`config.mk`:
```
export PLATFORM = sky130hd
export DESIGN_NAME = imm_gen_pipe
export DESIGN_NICKNAME = d
export VERILOG_FILES = /design/src/rtl/imm_gen_pipe.sv
export SDC_FILE = /design/constraint.sdc
export NUM_CORES = 1
export LEC_CHECK = 0
export CAP_MARGIN = 20
export CORE_MARGIN = 2
export CORE_UTILIZATION = 35
export CTS_BUF_LIST = sky130_fd_sc_hd__clkbuf_4 sky130_fd_sc_hd__clkbuf_8
export CTS_CLUSTER_SIZE = 16
export DETAILED_ROUTE_END_ITERATION = 8
export DONT_BUFFER_PORTS = 1
export PLACE_DENSITY = 0.54
export SKIP_CTS_REPAIR_TIMING = 1
export SLEW_MARGIN = 10
export SYNTH_ARGS = -nofsm -noshare
export SYNTH_HDL_FRONTEND = slang
export SYNTH_SLANG_ARGS = --single-unit
```
`constraint.sdc`:
```
create_clock -name clk -period 5.2 [get_ports clk]
set_input_delay 0.78 -clock clk [delete_from_list [all_inputs] [get_ports clk]]
set_output_delay 0.78 -clock clk [all_outputs]
set_load 0.01 [all_outputs]
```
`src/rtl/imm_gen_pipe.sv`:
```
// Registered RISC-V immediate generator behind a valid/ready handshake.
// A main + skid register pair gives full throughput with a registered in_ready.
module imm_gen_pipe #(
  parameter int unsigned XLEN  = 32,
  parameter int unsigned TAG_W = 32
) (
  input  logic              clk,
  input  logic              rst,
  input  logic              flush,
  input  logic              in_valid,
  output logic              in_ready,
  input  logic [31:0]       in_iword,
  input  logic [TAG_W-1:0]  in_tag,
  output logic              out_valid,
  input  logic              out_ready,
  output logic [XLEN-1:0]   out_imm,
  output logic [2:0]        out_fmt,
  output logic              out_illegal,
  output logic [TAG_W-1:0]  out_tag
);

  localparam logic [2:0] FMT_R   = 3'd0;
  localparam logic [2:0] FMT_I   = 3'd1;
  localparam logic [2:0] FMT_S   = 3'd2;
  localparam logic [2:0] FMT_B   = 3'd3;
  localparam logic [2:0] FMT_U   = 3'd4;
  localparam logic [2:0] FMT_J   = 3'd5;
  localparam logic [2:0] FMT_Z   = 3'd6;
  localparam logic [2:0] FMT_ILL = 3'd7;

  typedef struct packed {
    logic [XLEN-1:0]  imm;
    logic [2:0]       fmt;
    logic             illegal;
    logic [TAG_W-1:0] tag;
  } entry_t;

  typedef enum logic [1:0] {
    ST_EMPTY = 2'd0,
    ST_ONE   = 2'd1,
    ST_FULL  = 2'd2
  } state_t;

  state_t      r_state;
  state_t      w_state_nxt;
  entry_t      r_main;
  entry_t      r_skid;
  entry_t      w_in_entry;
  logic        r_in_ready;
  logic        r_out_valid;
  logic [31:0] w_imm32;
  logic [2:0]  w_fmt;
  logic        w_illegal;
  logic        w_accept;
  logic        w_pop;
  logic        w_ld_main_in;
  logic        w_ld_main_skid;
  logic        w_ld_skid;

  // Decode to a 32-bit sign-correct immediate; widened to XLEN below.
  always_comb begin
    w_imm32   = '0;
    w_fmt     = FMT_R;
    w_illegal = 1'b0;
    case (in_iword[6:0])
      7'b0000011, 7'b0010011, 7'b1100111, 7'b0001111: begin
        w_fmt   = FMT_I;
        w_imm32 = {{20{in_iword[31]}}, in_iword[31:20]};
      end
      7'b1110011: begin
        if (in_iword[14]) begin
          w_fmt   = FMT_Z;
          w_imm32 = {27'd0, in_iword[19:15]};
        end else begin
          w_fmt   = FMT_I;
          w_imm32 = {{20{in_iword[31]}}, in_iword[31:20]};
        end
      end
      7'b0100011: begin
        w_fmt   = FMT_S;
        w_imm32 = {{20{in_iword[31]}}, in_iword[31:25], in_iword[11:7]};
      end
      7'b1100011: begin
        w_fmt   = FMT_B;
        w_imm32 = {{19{in_iword[31]}}, in_iword[31], in_iword[7],
                   in_iword[30:25], in_iword[11:8], 1'b0};
      end
      7'b0110111, 7'b0010111: begin
        w_fmt   = FMT_U;
        w_imm32 = {in_iword[31:12], 12'd0};
      end
      7'b1101111: begin
        w_fmt   = FMT_J;
        w_imm32 = {{11{in_iword[31]}}, in_iword[31], in_iword[19:12],
                   in_iword[20], in_iword[30:21], 1'b0};
      end
      7'b0110011: w_fmt = FMT_R;
      default: begin
        w_fmt     = FMT_ILL;
        w_illegal = 1'b1;
      end
    endcase
  end

  // zimm is non-negative in 32 bits, so one sign extension covers every format.
  always_comb begin
    w_in_entry         = '0;
    w_in_entry.imm     = XLEN'($signed(w_imm32));
    w_in_entry.fmt     = w_fmt;
    w_in_entry.illegal = w_illegal;
    w_in_entry.tag     = in_tag;
  end

  assign w_accept = in_valid & r_in_ready;
  assign w_pop    = r_out_valid & out_ready;

  // State register; the handshake flags are registered copies of the next state.
  always_ff @(posedge clk or posedge rst) begin
    if (rst) begin
      r_state     <= ST_EMPTY;
      r_in_ready  <= 1'b1;
      r_out_valid <= 1'b0;
    end else begin
      r_state     <= w_state_nxt;
      r_in_ready  <= (w_state_nxt != ST_FULL);
      r_out_valid <= (w_state_nxt != ST_EMPTY);
    end
  end

  // Next state and register load controls; flush overrides everything.
  always_comb begin
    w_state_nxt    = r_state;
    w_ld_main_in   = 1'b0;
    w_ld_main_skid = 1'b0;
    w_ld_skid      = 1'b0;
    if (flush) begin
      w_state_nxt = ST_EMPTY;
    end else begin
      case (r_state)
        ST_EMPTY: begin
          if (w_accept) begin
            w_ld_main_in = 1'b1;
            w_state_nxt  = ST_ONE;
          end
        end
        ST_ONE: begin
          if (w_accept && w_pop) begin
            w_ld_main_in = 1'b1;
          end else if (w_accept) begin
            w_ld_skid   = 1'b1;
            w_state_nxt = ST_FULL;
          end else if (w_pop) begin
            w_state_nxt = ST_EMPTY;
          end
        end
        ST_FULL: begin
          if (w_pop) begin
            w_ld_main_skid = 1'b1;
            w_state_nxt    = ST_ONE;
          end
        end
        default: w_state_nxt = ST_EMPTY;
      endcase
    end
  end

  // Entry storage; main is cleared on flush so the outputs read zero.
  always_ff @(posedge clk or posedge rst) begin
    if (rst) begin
      r_main <= '0;
      r_skid <= '0;
    end else if (flush) begin
      r_main <= '0;
    end else begin
      if (w_ld_main_in) begin
        r_main <= w_in_entry;
      end else if (w_ld_main_skid) begin
        r_main <= r_skid;
      end
      if (w_ld_skid) begin
        r_skid <= w_in_entry;
      end
    end
  end

  assign in_ready    = r_in_ready;
  assign out_valid   = r_out_valid;
  assign out_imm     = r_main.imm;
  assign out_fmt     = r_main.fmt;
  assign out_illegal = r_main.illegal;
  assign out_tag     = r_main.tag;

endmodule

```
# After elaboration in Yosys (flattened, before gate mapping)
# Cells that the tools add are included.
# classes
n_addsub	0
multipliers	0
div	0
n_lt_le_gt_ge	0
eq_ne	14
shift	0
mux	25
n_bitwise	3
n_reduce_logical	8
# op_table
op	n
2-to-1 mux 68 bit	3
case mux 32 bit (6 select lines)	1
2-to-1 mux 32 bit	1
equality test 7 bit (second input constant)	4
equality test 7 x 6 -> 1 bit (second input constant)	3
case mux 3 bit (7 select lines)	1
equality test 7 x 5 -> 1 bit (second input constant)	2
2-to-1 mux 2 bit	6
OR reduction 11 bit	1
2-to-1 mux 1 bit	10
equality test 7 x 2 -> 1 bit (second input constant)	1
equality test 7 x 4 -> 1 bit (second input constant)	1
case mux 2 bit (3 select lines)	1
OR reduction 4 bit	1
2-to-1 mux 3 bit	1
nonzero test 3 bit	1
AND 1 bit	2
equality test 2 x 1 -> 1 bit (second input constant)	1
equality test 2 bit (second input constant)	1
logical NOT 2 bit	1
inequality test 2 bit (second input constant)	1
case mux 1 bit (2 select lines)	1
AND reduction 2 bit	1
nonzero test 2 bit	1
other kinds (3)	3
# totals
regBits	140
latch_bits	0
mem_bits_rw	0
rom_bits	0
input_bits	69
out_inout_bits	70
wordCells	61
memories	0

# Logic depth before layout (Yosys ltp)
# Gate-level depths: netlist of run 1.
# logic_depth
word_depth	7
mapped_depth	7
ltp_nobuf	5

# Worst setup path before layout of run 1
# Ideal clock, no wire load.
# synth_path
path_kind	in2reg
startpoint	in in_iword[14]
endpoint	reg r_skid[62] in the netlist's numbering
setup_time_ns	0.141
arrival_time_ns	1.924
t_required_ns	5.059
setup_slack_ns	3.135
stages	7
n_path_buf	2
cell_sequence	buf_2 and4b_1 o21ai_1 nand3_4 o21ai_2 buf_4 a31oi_1
# synth_between
elab_chain_len	2
# synth_lines
item	line	text
from (decl)	12	input logic [31:0] in_iword,
2-to-1 mux 32 bit	71	if (in_iword[14]) begin
case mux 32 bit (6 select lines)	65	case (in_iword[6:0])
to (signal assigned)	181	r_skid <= w_in_entry;
to (decl)	47	entry_t r_skid;
# Every way passes these cells.
# A chain may end at the register's enable or synchronous reset.

# Worst setup path in the final report of run 1
# layout_path
startpoint	reg r_in_ready, in the netlist in_ready
endpoint	reg r_main (netlist bit out_imm[27])
# layout_between
elab_chain_len	7
elab_cells_between_ends	9
classes_between	mux (6); bitwise (1); reduce/logical (2)
# layout_lines
item	line	text
from (decl)	49	logic r_in_ready;
from (signal assigned)	125	r_in_ready <= (w_state_nxt != ST_FULL);
AND 1 bit (*)	114	assign w_accept = in_valid & r_in_ready;
logical AND 1 bit	147	if (w_accept && w_pop) begin
2-to-1 mux 1 bit	147	
case mux 1 bit (2 select lines) (*)	139	case (r_state)
2-to-1 mux 1 bit (*)	136	if (flush) begin
2-to-1 mux 68 bit	175	if (w_ld_main_in) begin
2-to-1 mux 68 bit	172	end else if (flush) begin
to (signal assigned)	176	r_main <= w_in_entry;
to (signal assigned)	178	r_main <= r_skid;
to (decl)	46	entry_t r_main;
# Every way passes the cells marked *; elsewhere a longest branch is shown, timed or not.

==> results of run 1 <==
[metrics by stage]
stage	setup WS, ps	power (mW)	hold slack, ps	utilization (%)	instances
global placement	2380	1.92	457	36.5	974
CTS	2640	2.94	335	39.0	1007
global route	2460	3.09	355	39.0	1007
floorplan	669	1.85	444	-	770
finish	2630	2.91	311	39.0	1007
detailed placement	2400	1.95	462	36.6	975
[sequential cells by signal, indices dropped and copies added, names as in the netlist]
signal       count
out_imm         32
out_valid        1
r_skid          68
out_fmt          3
out_tag         32
r_state          2
out_illegal      1
in_ready         1
[logic make-up (layout without fill, tap and decap cells)]
group	after synthesis	count (layout)
and+or+nand+nor	352	352
DFF	140	140
AOI/OAI and AO/OA	192	192
buffers and inverters	70	47
muxes	16	16
[worst max-delay path: stages, from the launching register on]
cell      delay (ps)
dfstp_2          590
nand3b_4         150
nor2_4           120
buf_4            460
nand3_1          170
nor2_1           680
a22oi_1          220
[final timing paths]
path | startpoint | to | slack [ps]
max in group asynchronous | rst | out_tag[31] | 3620
min in group clk | flush | r_state[0] | 400
min | rst | out_valid | 310
max | in_ready | out_imm[27] | 2630
min reg2reg | r_skid[1] | r_skid[1] | 480
max reg2reg | in_ready | out_imm[27] | 2630
[metal layers]
metal	track usage, %	routed length [um]	vias up
li1	-	-	2602
met1	23.2	7830	2620
met2	29.4	8630	184
met3	6.90	1640	18
met4	5.11	245	0
met5	0	0	-
[final cells by class]
class                   count  share of cell area, %
flip-flops and latches    140                   47.6
multi-input cells         560                   40.5
well taps                 260                   4.41
clock buffers              24                   4.40
clock inverters             8                   1.77
repair buffers              8                  0.917
inverters                   7                  0.424
[cell usage in the layout, fill, tap and decap left out, types with 5 or more instances in the layout]
| master | n |
|---|---|
| o22ai_1 | 7 |
| a311oi_1 | 33 |
| clkbuf_8 | 23 |
| a31oi_1 | 12 |
| a22oi_1 | 12 |
| mux2i_1 | 5 |
| nand2_1 | 245 |
| a21boi_0 | 6 |
| o21ai_0 | 28 |
| buf_4 | 7 |
| nand3_1 | 12 |
| a21oi_1 | 49 |
| mux2_2 | 11 |
| nand2b_1 | 5 |
| nor2_1 | 57 |
| inv_1 | 6 |
| nor2b_1 | 5 |
| dfrtp_1 | 139 |
| a311o_1 | 11 |
| o21ai_1 | 13 |
[power by group]
part | leakage, nW | switching [mW] | internal, mW
clock network | 0.221 | 0.419 | 0.559
registers | 1.82 | 0.175 | 1.33
logic | 1.12 | 0.258 | 0.170
==> parameters.txt, run 1 <==
Parameter                              Value

Status
  Run status    complete, no violations

Final layout
  Combined area of the multi-input logic cells    0.00299 mm2
  Area growth, synth to finish    8.39%
  Filler Cell Count    1927
  Antenna diode count    0
  Post-route standard cell area excluding fillers    0.00737 mm2
  Register area    0.00350 mm2
  Count of nets after finishing    803
  Share of layout cells above drive strength 1    9.50%

Route
  Remaining antenna violation count    0
  Initial detailed-routing violation count    393
  Avg WL per Cell    18.2 um
  Vias per inst    5.39
  Post-detailed-route DRC marker count    0
  First-pass detailed-route iteration total    5
  Total length of routed wires    18300 um
  DR vias    5424

Logic synthesis
  Post-synthesis net count    839
  XOR/XNOR share of the synthesized area    0%
  Post-synthesis share of cell area spent on full adders, half adders and majority gates    0%
  Mux share of post-synthesis cell area    2.56%
  Number of library cell types mapped by synthesis    58
  Main synth FF type    dfrtp_1
  Main combinational cell family by area after synthesis    simple AND/OR/NAND/NOR gates
  Post-synth top area share    51.2%
  Synth async-reset ratio    100%
  Top cells by area, synth    dfrtp_1 51%, nand2_1 14%, a311oi_1 4.3%, a21oi_1 3.6%, nor2_1 3.1%
  Total standard cell area after synthesis    0.00680 mm2
  Number of synthesized flops with an enable pin    0
  Library cell with the highest instance count after synthesis    nand2_1
  Synth area leader    dfrtp_1
  Average cell area after synthesis    8.83 um2
  Post-Synth Simple-Gate Area    22.1%
  Number of cells produced by synthesis    770
  Total number of yosys warnings    0
  Share of the synthesized area in compound gates (AO/OA/AOI/OAI)    19.0%
  Sequential-to-total area share from yosys stat    51.5%
  Post-synthesis sequential element count    140
  Post-synth top cells    245 x nand2_1, 139 x dfrtp_1, 57 x nor2_1

Floorplan
  Full die area    0.0206 mm2
  Number of I/O pins    139
  Starting Density    36.0%
  Core ar.    0.0189 mm2
  Die X    143 um
  Die span in y    143 um
  Std-Cell Rows    50

Critical path
  Worst-path maximum fanout    52
  Worst reg2reg path depth    6
  Type of the setup path with the least slack    flop to flop
  Required time reported for the critical path endpoint    5490 ps
  Type of element launching the critical path    flop
  Capturing element type of the critical path    flop
  Data arrival time of the critical path    2860 ps

Timing
  Accumulated negative setup slack    0 ps
  Final period utilization    49.4%
  Number of max-slew violations in the final report    0
  Hold Fails Final Rpt    0
  Clock skew after layout    11.4 ps
  Setup repair after global routing missed its margin    false
  Actual transition at the worst max-transition pin    1090 ps
  Slew Limit Headroom    27.4%
  Final setup violation count    0
  Maximum operating frequency    389 MHz
  Post-layout min period    2570 ps

Clock tree
  Clock latency at the later pin of the worst-skew pair    440 ps
  Clk root buf    clkbuf_8
  Longest Clk Path Bufs    2
  Total clock sinks    140
  CTS tree    built
  Clock transition at the registers of the reported paths    80 ps
  TritonCTS Buffers    17
  Deepest level of the CTS H-tree    4

Power and ir drop
  Pwr per Cell Area    394 mW/mm2
  Leakage power of the design    3.17 nW
  Peak VDD IR    155 uV

Global route
  GR Overflow Total    0
  First-pass GRT wire length    29200 um
  Via count of the first global-routing pass    5361
  Combined global-route utilization of all metal layers    18.3%
  Pin count of the biggest net entering global routing    82
  Number of antenna violations at the first check in global routing    0

Job
  Max-Cap Viols    0

Place
  Post-placement cell area    0.00692 mm2
  Placer congestion estimate    0.856
  Detailed Place HPWL    12100 um
  Buffers added on ports    0

Worst hold path
  Class of the tightest hold or removal check    primary input to async pin
Note: power is estimated with default switching activity, not from simulation.
==> run 2, diff against run 1 <==
--- a/config.mk
+++ b/config.mk
@@ -12,7 +12,7 @@
 export CTS_CLUSTER_SIZE = 16
 export DETAILED_ROUTE_END_ITERATION = 8
 export DONT_BUFFER_PORTS = 1
-export PLACE_DENSITY = 0.54
+export PLACE_DENSITY = 0.56
 export SKIP_CTS_REPAIR_TIMING = 1
 export SLEW_MARGIN = 10
 export SYNTH_ARGS = -nofsm -noshare
==> constraint.sdc (replaced) <==
create_clock -name clk -period 2.2 [get_ports clk]
set_input_delay 0.33 -clock clk [delete_from_list [all_inputs] [get_ports clk]]
set_output_delay 0.33 -clock clk [all_outputs]
set_load 0.01 [all_outputs]
==> parameters.txt, run 2 (synthesized netlist as in run 1, its figures left out) <==
Parameter                              Value

Floorplan
  Full die area    0.0206 mm2
  Die X    143 um
  Die span in y    143 um
  Std-Cell Rows    50
  Core ar.    0.0189 mm2
  Starting Density    36.0%
  Number of I/O pins    139

Route
  Remaining antenna violation count    0
  DR vias    5639
  Vias per inst    5.33
  Avg WL per Cell    18.2 um
  First-pass detailed-route iteration total    5
  Post-detailed-route DRC marker count    0
  Initial detailed-routing violation count    371
  Total length of routed wires    19200 um

Critical path
  Reg-to-Reg End    out_imm[25]
  Slack of the worst reg-to-reg path    280 ps
  Source of the critical timing path    in_ready
  Worst r2r src    in_ready
  Capturing element type of the critical path    flop
  Type of the setup path with the least slack    flop to flop
  Capture point of the worst path    out_imm[25]
  Worst reg2reg path depth    6
  Required time reported for the critical path endpoint    2560 ps
  Data arrival time of the critical path    2280 ps
  Worst-path maximum fanout    38
  Type of element launching the critical path    flop

Final layout
  Area growth, synth to finish    15.7%
  Leading cell types in the layout, fill and taps excluded    245 x nand2_1, 139 x dfrtp_1, 56 x nor2_1, 49 x a21oi_1
  Count of nets after finishing    853
  Post-route core utilization    41.6%
  Max reg flops    68
  Biggest register    r_skid
  Most frequent standard cell in the layout excluding fill and tap cells    nand2_1
  Share of layout cells above drive strength 1    11.0%
  Filler-free cell count of the finished design    1057
  Antenna diode count    0

Timing
  Number of max-slew violations in the final report    0
  Accumulated negative setup slack    0 ps
  Final period utilization    87.4%
  Setup repair after global routing missed its margin    false
  Actual transition at the worst max-transition pin    669 ps
  Slew Limit Headroom    55.3%
  Hold Fails Final Rpt    0
  Clock skew after layout    12.1 ps
  Maximum operating frequency    520 MHz
  Post-layout min period    1920 ps
  Final setup violation count    0

Place
  Placer congestion estimate    0.861
  Dpl cells    991
  Detailed Place HPWL    12300 um
  Buffers added on ports    0

Global route
  Pin count of the biggest net entering global routing    57
  GR Overflow Total    0
  Combined global-route utilization of all metal layers    18.3%
  First-pass GRT wire length    29300 um
  Via count of the first global-routing pass    5170
  Number of antenna violations at the first check in global routing    0

Job
  Max-Cap Viols    0

Clock tree
  Clock transition at the registers of the reported paths    80 ps
  Longest Clk Path Bufs    2
  TritonCTS Buffers    17
  Clk root buf    clkbuf_8
  Clock latency at the later pin of the worst-skew pair    440 ps
  Deepest level of the CTS H-tree    4
  Total clock sinks    140
  CTS tree    built

Worst hold path
  Class of the tightest hold or removal check    primary input to flop

Power and ir drop
  Pwr per Cell Area    876 mW/mm2
  Peak VDD IR    395 uV
  Leakage power of the design    3.39 nW

Status
  Run status    complete, no violations
==> run 2: cell type report <==
cell class,instances,area (um2)
Fill cell,1875,11000
Sequential cell,140,3500
Multi-Input combinational cell,560,2990
Timing Repair Buffer,58,593
Tap cell,260,325
Clock buffer,22,284
Clock inverter,10,140
Inverter,7,30.0
==> run 2: per-layer routing <==
metal	GRT usage, %	up-vias	wire (um)
met3	6.50	14	1620
met2	28.3	184	8770
met1	24.5	2740	8710
li1	-	2701	-
met5	0	-	0
met4	4.49	0	142
==> run 2: critical path, cell delays in order (launching register included) <==
cell      delay (ps)
dfstp_2          590
nand3b_4         140
nor2_4           160
buf_4            380
a21oi_1           70
a311o_1          330
a22oi_1          160
==> run 2: report_power, final <==
group          switching, mW  internal [mW]  leakage [nW]  total [mW]
combinational          0.639          0.481          1.36        1.12
clock                   1.00           1.22         0.209        2.22
sequential             0.410           3.14          1.82        3.55
==> run 2: through the flow <==
step                instance area, um2  worst slack (ps)  hold slack, ps  total power, mW
finish                            7870               278            6.62             6.89
global placement                  7090              95.2             331             4.62
CTS                               7510               104            -153             6.89
detailed placement                7090              87.9             335             4.66
global route                      7870               130           0.962             7.31
floorplan                         6800               122             435             4.37
==> run 2: how the worst min path moves through the flow <==
stage,startpoint,to,depth (start not counted)
2_1_floorplan,in_tag[0],r_skid[0],2
3_3_place_gp,rst,out_illegal,1
3_5_place_dp,rst,out_illegal,1
4_1_cts,rst,r_skid[36],1
5_1_grt,in_iword[28],r_skid[44],2
6_report,in_iword[28],r_skid[44],2
